$ cat config.mk
export PLATFORM = sky130hd
export DESIGN_NAME = ds_link_rx
export DESIGN_NICKNAME = d
export VERILOG_FILES = /design/src/rtl/ds_pkg.sv /design/src/rtl/ds_bit_recover.sv /design/src/rtl/ds_link_rx.sv
export SDC_FILE = /design/constraint.sdc
export NUM_CORES = 1
export LEC_CHECK = 0
export ABC_AREA = 1
export CAP_MARGIN = 20
export CORE_ASPECT_RATIO = 0.6
export CORE_MARGIN = 2
export CORE_UTILIZATION = 35
export CTS_CLUSTER_DIAMETER = 150
export DETAILED_ROUTE_END_ITERATION = 8
export GPL_TIMING_DRIVEN = 0
export SYNTH_ARGS = -nofsm -noshare
export SYNTH_HDL_FRONTEND = slang
export SYNTH_SLANG_ARGS = --single-unit
$ cat constraint.sdc
create_clock -name clk -period 2.3 [get_ports clk]
set_input_delay 0.46 -clock clk [delete_from_list [all_inputs] [get_ports clk]]
set_output_delay 0.46 -clock clk [all_outputs]
set_load 0.01 [all_outputs]
$ cat src/rtl/ds_pkg.sv
// Shared DS-DE link definitions: control codes, the NULL alignment pattern and
// the character FSM encoding used by both link halves.
package ds_pkg;

  localparam logic [1:0] CTRL_FCT  = 2'b00;
  localparam logic [1:0] CTRL_EOP1 = 2'b01;
  localparam logic [1:0] CTRL_EOP2 = 2'b10;
  localparam logic [1:0] CTRL_ESC  = 2'b11;

  // Last seven line bits of a NULL in arrival order (oldest in MSB):
  // ESC flag + ctrl 1,1, then FCT parity 0, flag 1, ctrl 0,0.
  localparam logic [6:0] NULL_PATTERN = 7'b1110100;

  typedef enum logic [2:0] {
    ST_HUNT,
    ST_PAR,
    ST_FLAG,
    ST_DATA,
    ST_CTRL
  } ds_state_e;

  // Odd parity over previous payload, current P and current F.
  function automatic logic par_ok(input logic prev_payload, input logic p, input logic f);
    return prev_payload ^ p ^ f;
  endfunction

endpackage

$ cat src/rtl/ds_bit_recover.sv
// DS-DE bit recovery: synchronises d/s, strobes a bit on each single-line
// transition, flags double transitions and times out a silent line.
module ds_bit_recover #(
  parameter int DISC_TIMEOUT = 64,
  parameter int SYNC_STAGES  = 2
) (
  input  logic clk,
  input  logic rst_n,
  input  logic d_in,
  input  logic s_in,
  input  logic armed,
  output logic bit_stb,
  output logic bit_val,
  output logic both_chg,
  output logic disc_hit
);

  localparam int CW = $clog2(DISC_TIMEOUT + 1);

  logic [SYNC_STAGES-1:0] d_sync, s_sync;
  logic                   d_prev, s_prev;
  logic [CW-1:0]          disc_cnt;
  logic                   d_chg, s_chg, any_chg;

  assign d_chg    = d_sync[SYNC_STAGES-1] ^ d_prev;
  assign s_chg    = s_sync[SYNC_STAGES-1] ^ s_prev;
  assign any_chg  = d_chg | s_chg;
  assign bit_stb  = d_chg ^ s_chg;
  assign both_chg = d_chg & s_chg;
  assign bit_val  = d_sync[SYNC_STAGES-1];
  // Fires once on the cycle the count would reach the timeout; saturation stops repeats.
  assign disc_hit = armed && !any_chg && (disc_cnt == CW'(DISC_TIMEOUT - 1));

  always_ff @(posedge clk or negedge rst_n) begin
    if (!rst_n) begin
      d_sync   <= '0;
      s_sync   <= '0;
      d_prev   <= 1'b0;
      s_prev   <= 1'b0;
      disc_cnt <= '0;
    end else begin
      d_sync <= {d_sync[SYNC_STAGES-2:0], d_in};
      s_sync <= {s_sync[SYNC_STAGES-2:0], s_in};
      d_prev <= d_sync[SYNC_STAGES-1];
      s_prev <= s_sync[SYNC_STAGES-1];
      if (!armed || any_chg)
        disc_cnt <= '0;
      else if (disc_cnt != CW'(DISC_TIMEOUT))
        disc_cnt <= disc_cnt + 1'b1;
    end
  end

endmodule

$ cat src/rtl/ds_link_rx.sv
// DS-DE link receiver: NULL hunt, character framing, parity/escape checking
// and one-cycle event strobes.
module ds_link_rx
  import ds_pkg::*;
#(
  parameter int DISC_TIMEOUT = 64,
  parameter int SYNC_STAGES  = 2
) (
  input  logic       clk,
  input  logic       rst_n,
  input  logic       d_in,
  input  logic       s_in,
  output logic [7:0] rx_data,
  output logic       rx_valid,
  output logic       rx_time,
  output logic       rx_eop,
  output logic       rx_eep,
  output logic       rx_fct,
  output logic       rx_null,
  output logic       link_up,
  output logic       par_err,
  output logic       esc_err,
  output logic       disc_err
);

  logic bit_stb, bit_val, both_chg, disc_hit;

  ds_bit_recover #(
    .DISC_TIMEOUT(DISC_TIMEOUT),
    .SYNC_STAGES (SYNC_STAGES)
  ) u_rec (
    .clk     (clk),
    .rst_n   (rst_n),
    .d_in    (d_in),
    .s_in    (s_in),
    .armed   (link_up),
    .bit_stb (bit_stb),
    .bit_val (bit_val),
    .both_chg(both_chg),
    .disc_hit(disc_hit)
  );

  ds_state_e  state, state_d;
  logic [2:0] cnt, cnt_d;
  logic [7:0] sh, sh_d, data_d;
  logic [6:0] hunt_sr, hunt_sr_d, hunt_nx;
  logic [1:0] code;
  logic       p_bit, p_bit_d, par_acc, par_acc_d, esc_pend, esc_pend_d, link_d, go_hunt;
  logic       valid_d, time_d, eop_d, eep_d, fct_d, null_d, perr_d, eerr_d, derr_d;

  always_comb begin
    state_d    = state;
    cnt_d      = cnt;
    sh_d       = sh;
    hunt_sr_d  = hunt_sr;
    p_bit_d    = p_bit;
    par_acc_d  = par_acc;
    esc_pend_d = esc_pend;
    link_d     = link_up;
    data_d     = rx_data;
    valid_d    = 1'b0;
    time_d     = 1'b0;
    eop_d      = 1'b0;
    eep_d      = 1'b0;
    fct_d      = 1'b0;
    null_d     = 1'b0;
    perr_d     = 1'b0;
    eerr_d     = 1'b0;
    derr_d     = 1'b0;
    go_hunt    = 1'b0;
    hunt_nx    = {hunt_sr[5:0], bit_val};
    code       = {bit_val, sh[7]};

    if (disc_hit) begin
      derr_d  = 1'b1;
      go_hunt = 1'b1;
    end else if (both_chg && state != ST_HUNT) begin
      perr_d  = 1'b1;
      go_hunt = 1'b1;
    end else if (bit_stb) begin
      case (state)
        ST_HUNT: begin
          hunt_sr_d = hunt_nx;
          if (hunt_nx == NULL_PATTERN) begin
            // FCT payload is 00, so the next parity check starts from 0.
            null_d     = 1'b1;
            link_d     = 1'b1;
            hunt_sr_d  = '0;
            par_acc_d  = 1'b0;
            esc_pend_d = 1'b0;
            state_d    = ST_PAR;
          end
        end
        ST_PAR: begin
          p_bit_d = bit_val;
          state_d = ST_FLAG;
        end
        ST_FLAG: begin
          if (!par_ok(par_acc, p_bit, bit_val)) begin
            perr_d  = 1'b1;
            go_hunt = 1'b1;
          end else begin
            par_acc_d = 1'b0;
            cnt_d     = '0;
            state_d   = bit_val ? ST_CTRL : ST_DATA;
          end
        end
        ST_DATA: begin
          sh_d      = {bit_val, sh[7:1]};
          par_acc_d = par_acc ^ bit_val;
          cnt_d     = cnt + 1'b1;
          if (cnt == 3'd7) begin
            data_d     = sh_d;
            time_d     = esc_pend;
            valid_d    = !esc_pend;
            esc_pend_d = 1'b0;
            state_d    = ST_PAR;
          end
        end
        ST_CTRL: begin
          sh_d      = {bit_val, sh[7:1]};
          par_acc_d = par_acc ^ bit_val;
          cnt_d     = cnt + 1'b1;
          if (cnt == 3'd1) begin
            state_d = ST_PAR;
            case (code)
              CTRL_FCT: begin
                null_d     = esc_pend;
                fct_d      = !esc_pend;
                esc_pend_d = 1'b0;
              end
              CTRL_EOP1: begin
                eop_d   = !esc_pend;
                eerr_d  = esc_pend;
                go_hunt = esc_pend;
              end
              CTRL_EOP2: begin
                eep_d   = !esc_pend;
                eerr_d  = esc_pend;
                go_hunt = esc_pend;
              end
              default: begin
                eerr_d     = esc_pend;
                go_hunt    = esc_pend;
                esc_pend_d = 1'b1;
              end
            endcase
          end
        end
        default: go_hunt = 1'b1;
      endcase
    end

    if (go_hunt) begin
      state_d   = ST_HUNT;
      link_d    = 1'b0;
      hunt_sr_d = '0;
    end
  end

  always_ff @(posedge clk or negedge rst_n) begin
    if (!rst_n) begin
      state    <= ST_HUNT;
      cnt      <= '0;
      sh       <= '0;
      hunt_sr  <= '0;
      p_bit    <= 1'b0;
      par_acc  <= 1'b0;
      esc_pend <= 1'b0;
      link_up  <= 1'b0;
      rx_data  <= 8'h00;
      rx_valid <= 1'b0;
      rx_time  <= 1'b0;
      rx_eop   <= 1'b0;
      rx_eep   <= 1'b0;
      rx_fct   <= 1'b0;
      rx_null  <= 1'b0;
      par_err  <= 1'b0;
      esc_err  <= 1'b0;
      disc_err <= 1'b0;
    end else begin
      state    <= state_d;
      cnt      <= cnt_d;
      sh       <= sh_d;
      hunt_sr  <= hunt_sr_d;
      p_bit    <= p_bit_d;
      par_acc  <= par_acc_d;
      esc_pend <= esc_pend_d;
      link_up  <= link_d;
      rx_data  <= data_d;
      rx_valid <= valid_d;
      rx_time  <= time_d;
      rx_eop   <= eop_d;
      rx_eep   <= eep_d;
      rx_fct   <= fct_d;
      rx_null  <= null_d;
      par_err  <= perr_d;
      esc_err  <= eerr_d;
      disc_err <= derr_d;
    end
  end

endmodule

==> metrics.txt, run 1 <==
clk buf depth 2; DP HPWL ~3700 µm; Remaining Overflow, GRT 0; GRT Total Usage a little over an eighth; WP data required about 2.5 ns; pin count of the biggest net entering global routing 32; Worst Setup Path Type flip-flop to flip-flop; share of layout cells above drive strength 1 between 10% and 20%; Core Area slightly above 7000 µm²; crit path max fanout 8; synth top area cells dfrtp_1 52%, nand2_1 9.7%, inv_1 5.0%; worst hold path type input port to async pin; post-route cell area between 3000 and 4000 µm²; worst-skew pair later-pin latency 0.29 ns; slowest stage delay, CP 0.50 ns; Worst Skew between 0.008 and 0.009 ns; status completed; Most common cell on crit path nand2_1; number of fill cells 689; Worst Setup End Kind flip-flop; Row Count 24; die width between 100 and 150 µm; Die Area roughly 8000 µm²; Final setup viols 0; leakage 0.00146 µW; Iter 0 DRT Violations between 100 and 150; fin nets between 300 and 400; Yosys top cell area share 51.9%; Post-Route WL ~4800 µm; max_cap viols 0; Post-Syn Area between 2000 and 3000 µm²; Peak Freq between 0.4 and 0.5 GHz; post-cts resize count 1; Num CTS Buffers 5; H-tree levels 2; Slew headroom approximately 65%; routability congestion estimate from global placement ~0.85; Critical Path AT 2.37 ns; setup repair bufs after CTS 0; Vias/cell 4.64; Final min period 2.14 ns; post-route setup slack ~0.16 ns; I/O Buffers 21; RSZ-0062 raised after global routing no; TritonCTS clock tree done; hold_buf cts 0; Final ANT Viol Nets 0; first-pass GRT wire length 8390 µm; final count of pins violating max slew 0; Area Overhead vs Synth 19.5%; post-synthesis area per instance around 9.0 µm²; Worst-Margin Slew roughly 0.53 ns; routed vias around 1900; final number of hold-violating endpoints 0; Yosys reg bits 53; worst path cell trace xor2_2, inv_1, ha_2, nand2_2, inv_1, nand3_2, nand3_1, o21ai_4, nand2_2, nand2_1, nand2_1, nand2_1; Tcrit/Tclk final 93.1%; Die H 70.2 µm; initial antenna violation count 0; synth warn 0; multi-input combinational cell area around 1100 µm²; Clock Sink Count 53; starting density of the core 35.6%; Startpoint Class flip-flop; # IOs 22; VDD IR-drop max roughly 0.31 mV; PwrDens 920 nW/µm²; hold slack final around 0.15 ns; Place WS -0.144 ns; syn nets 299; CP max stage cell dfrtp_2; # DRC 0; WL per Instance approximately 12 µm; Clock transition at path regs 0.06 ns; area leader, netlist dfrtp_1; Mapped Cells between 200 and 300; vias in the first global route between 1500 and 2000; drt pass-1 iters 4; Placed Area around 2900 µm²; synth unique cells 37; Root Buffer clkbuf_16; Storage cell area between 1000 and 1500 µm²; sequential area share after synthesis around half; antenna cells 0
sequential cells by signal, indices dropped and copies added, names as in the netlist, 2 cells and up:
register / cells
cnt: 3
hunt_sr: 6
rx_data: 8
sh: 7
state: 3
u_rec.d_sync: 2
u_rec.disc_cnt: 7
u_rec.s_sync: 2
metal layers:
layer  vias to the layer above  track usage (%)  part of all wire, %
met4                         0             2.85                 0.81
met5                         -                0                    0
met1                       859             21.9                   59
met2                        34             17.0                   37
met3                         4             2.86                  3.2
li1                        982                -                    -
worst paths after layout:
check	from	end	slack [ns]	depth (start not counted)
worst max register to register	u_rec.d_sync[1]	state[0]	0.16	12
worst min register to register	u_rec.d_sync[0]	u_rec.d_sync[1]	0.35	0
max in group asynchronous	rst_n	u_rec.d_sync[1]	1.61	2
worst min-delay path	rst_n	u_rec.d_sync[0]	0.15	1
worst max-delay path	u_rec.d_sync[1]	state[0]	0.16	12
min in group clk	u_rec.d_sync[0]	u_rec.d_sync[1]	0.35	0
kinds of logic after synthesis:
family,synth area share [%]
buffers and inverters,6.90
DFF,51.9
and+or+nand+nor,27.3
AOI/OAI and AO/OA,7.59
xor gates and xnor gates,1.03
adders and majority gates,4.89
muxes,0.392
cell usage in the layout (no fill, tap or decap), types with 2 or more instances in the layout:
cell type,n
o21ai_1,15
ha_1,9
inv_2,4
clkbuf_16,5
inv_1,34
nor2_2,5
o22ai_1,2
nor3_1,3
nor4b_1,2
nand3_2,4
nand2_1,66
nand2_4,2
clkdlybuf4s50_1,20
clkinv_2,2
a21oi_1,5
o21ai_0,7
nand4_1,4
dfrtp_1,52
nand3_1,23
nor2_1,19
nand2_2,7
metrics by stage:
step,total power (µW),std cells,utilization (%),setup TNS [ns]
final,2810,405,42.6,0
after global routing,3020,405,42.6,0
after CTS,2820,405,42.3,0
after detailed placement,2070,398,40.3,-1.17
after global placement,2060,397,40.1,-43.36
after floorplan,1860,285,-,0
cell usage after synthesis, drive strengths merged:
master  number
o21bai       1
nor2        24
a211oi       1
o21a         1
clkbuf       1
o22ai        2
o31ai        1
nand3       28
xnor2        1
xor2         2
nor4         1
nor2b        1
o21ai       23
ha          10
inv         39
mux2i        1
dfrtp       53
nor3b        1
clkinv       1
buf          2
nand4        5
a21oi        5
nand2       75
nor4b        2
nor3         4
power breakdown:
part	switching (µW)	total, µW	internal (µW)
Sequential	105	1170	1060
Combinational	601	900	300
Clock	336	741	405
Total	1040	2810	1770
worst max-delay path: cells and delay by family (launching register included):
family                     cells  cell delay, ns
AOI/OAI and AO/OA              1            0.29
buffers and inverters          2            0.16
adders and majority gates      1            0.18
and+or+nand+nor                7            0.72
DFF                            1            0.50
xor gates and xnor gates       1            0.21
final cells by class:
cell class / count / area share, %
Multi-Input combinational cell: 189 / 35.0
Timing Repair Buffer: 22 / 7.37
Buffer: 2 / 0.614
Sequential cell: 53 / 43.4
Clock inverter: 3 / 0.696
Inverter: 40 / 5.04
Clock buffer: 5 / 4.10
Tap cell: 91 / 3.73
Note: power is estimated with default switching activity, not from simulation.
==> run 2, diff against run 1 <==
- CELL_PAD_IN_SITES_DETAIL_PLACEMENT: not set -> 0
- CELL_PAD_IN_SITES_GLOBAL_PLACEMENT: not set -> 2
- PLACE_DENSITY_LB_ADDON: not set -> 0.1
==> run 2 against run 1 <==
Against the previous run: die area is the same; sequential power is essentially flat; clock-buffer cell count grew 1; combinational power grew 4.1%; maximum frequency grew 1.8%; critical path depth is the same; critical endpoint is now cnt[2]; largest cell class unchanged.
==> metrics.txt, run 2 (synthesis results as in run 1) <==
status completed; Post-Route WL 5390 µm (+12%); Tcrit/Tclk final 91.4% (-1.7 points); H-tree levels 2 (unchanged); crit path from u_rec.d_sync[1]; antenna cells 0 (unchanged); commonest non-fill, non-tap cell in the layout nand2_1; Final setup viols 0 (unchanged); max_cap viols 0 (unchanged); Root Buffer clkbuf_16; Worst-Margin Slew 0.552 ns (+0.0257 ns); leakage 0.00149 µW (+1.9%); Clock Sink Count 53 (unchanged); final number of hold-violating endpoints 0 (unchanged); Iter 0 DRT Violations 92 (-31%); starting density of the core 35.6% (unchanged); DP HPWL 4150 µm (+12%); Area Overhead vs Synth 21.9%; first-pass GRT wire length 9180 µm (+9.4%); # IOs 22 (unchanged); share of layout cells above drive strength 1 14.8% (+1.1 points); drt pass-1 iters 4 (unchanged); Final min period 2.10 ns (-0.0380 ns); GRT Total Usage 14.9% (+1.8 points); pin count of the biggest net entering global routing 32 (unchanged); biggest regs rx_data (8), sh (7), u_rec.disc_cnt (7); post-route insts no fill 408 (+0.74%); TritonCTS clock tree done; most frequent cells in the layout 66 x nand2_1, 52 x dfrtp_1, 33 x inv_1; fin util 43.4% (+0.84 points); WP data required 2.51 ns (-0.02 ns); Worst Skew 0.00623 ns (-0.00235 ns); initial antenna violation count 0 (unchanged); routed vias 1858 (-1.1%); PwrDens 957 nW/µm² (+4.1%); fin nets 330 (+0.92%); hold_buf cts 0 (unchanged); max FFs per register 8 (unchanged); final count of pins violating max slew 0 (unchanged); Die H 70.2 µm (unchanged); RSZ-0062 raised after global routing no; Critical Path AT 2.32 ns (-0.05 ns); VDD IR-drop max 0.518 mV (+68%); Remaining Overflow, GRT 0 (unchanged); crit path max fanout 6 (-2); routability congestion estimate from global placement 0.755 (-11%); I/O Buffers 21 (unchanged); Worst Setup End Kind flip-flop; # placed instances 398 (unchanged); worst-skew pair later-pin latency 0.29 ns (about the same); Startpoint Class flip-flop; Slew headroom 63.2% (-1.7 points); Pwr Total 2980 µW (+6.1%); R2R Path Start u_rec.d_sync[1]; WL per Instance 13.2 µm (+11%); Die Area 8030 µm² (unchanged); Peak Freq 0.475 GHz (+1.8%); Final ANT Viol Nets 0 (unchanged); # DRC 0 (unchanged); clk buf depth 2 (unchanged); die width 114 µm (unchanged); Clock transition at path regs 0.07 ns (about the same); vias in the first global route 1731 (-0.80%); Core Area 7180 µm² (unchanged); most flop-heavy register rx_data; Vias/cell 4.55 (-1.8%); hold slack final 0.150 ns (+0.00467 ns); Num CTS Buffers 5 (unchanged); Worst Setup Path Type flip-flop to flip-flop; Row Count 24 (unchanged); worst hold path type input port to async pin
run 2: path summary, 6_finish.rpt:
path / end / slack, ns / depth (start not counted)
max: cnt[2] / 0.20 / 12
min: state[0] / 0.15 / 1
max reg2reg: cnt[2] / 0.20 / 12
min reg2reg: u_rec.d_sync[1] / 0.35 / 0
max in group asynchronous: rx_fct / 1.59 / 2
min in group clk: u_rec.d_sync[1] / 0.35 / 0
run 2: what timing repair did:
action	CTS	global route
setup endpoints to repair	23	24
pin swaps	0	2
buffers inserted	0	3
resized for setup	1	5
run 2: worst max-delay path: stages (launching register included):
cell     delay (ns)
dfrtp_2        0.46
xor2_2         0.18
inv_1          0.06
ha_1           0.20
nand2_2        0.13
inv_2          0.09
nand3_4        0.12
nand2_2        0.10
inv_4          0.13
nand2_2        0.10
nor3_4         0.28
nand3_1        0.10
o21ai_0        0.08
run 2: power breakdown:
| part | switching, µW | internal [µW] | total [µW] |
|---|---|---|---|
| Clock | 334 | 543 | 878 |
| Sequential | 105 | 1060 | 1170 |
| Combinational | 627 | 310 | 937 |
| Total | 1070 | 1920 | 2980 |
run 2: per-layer routing:
layer | vias to the layer above | wire (µm) | part of all wire [%] | track usage [%]
met4 | 0 | 37 | 0.69 | 3.66
met1 | 845 | 3330 | 62 | 26.3
met2 | 24 | 1820 | 34 | 16.9
met5 | - | 0 | 0 | 0
met3 | 5 | 202 | 3.7 | 3.99
li1 | 984 | - | - | -
run 2: through the flow:
step           area (µm²)  worst slack, ns  TNS (ns)
3_5_place_dp         2900           -0.179     -1.52
6_report             3120            0.197         0
3_3_place_gp         2880           -0.914    -50.01
4_1_cts              3070           0.0235         0
2_1_floorplan        2560            0.259         0
5_1_grt              3120           0.0202         0
run 2: area by class of cell:
| cell class | instances | area [µm²] |
|---|---|---|
| plain buffers | 2 | 18.8 |
| flip-flops and latches | 53 | 1330 |
| clock inverters | 2 | 37.5 |
| inverters | 40 | 154 |
| multi-input cells | 189 | 1080 |
| repair buffers | 25 | 248 |
| fillers | 699 | 4060 |
| well taps | 91 | 114 |
| clock buffers | 6 | 139 |
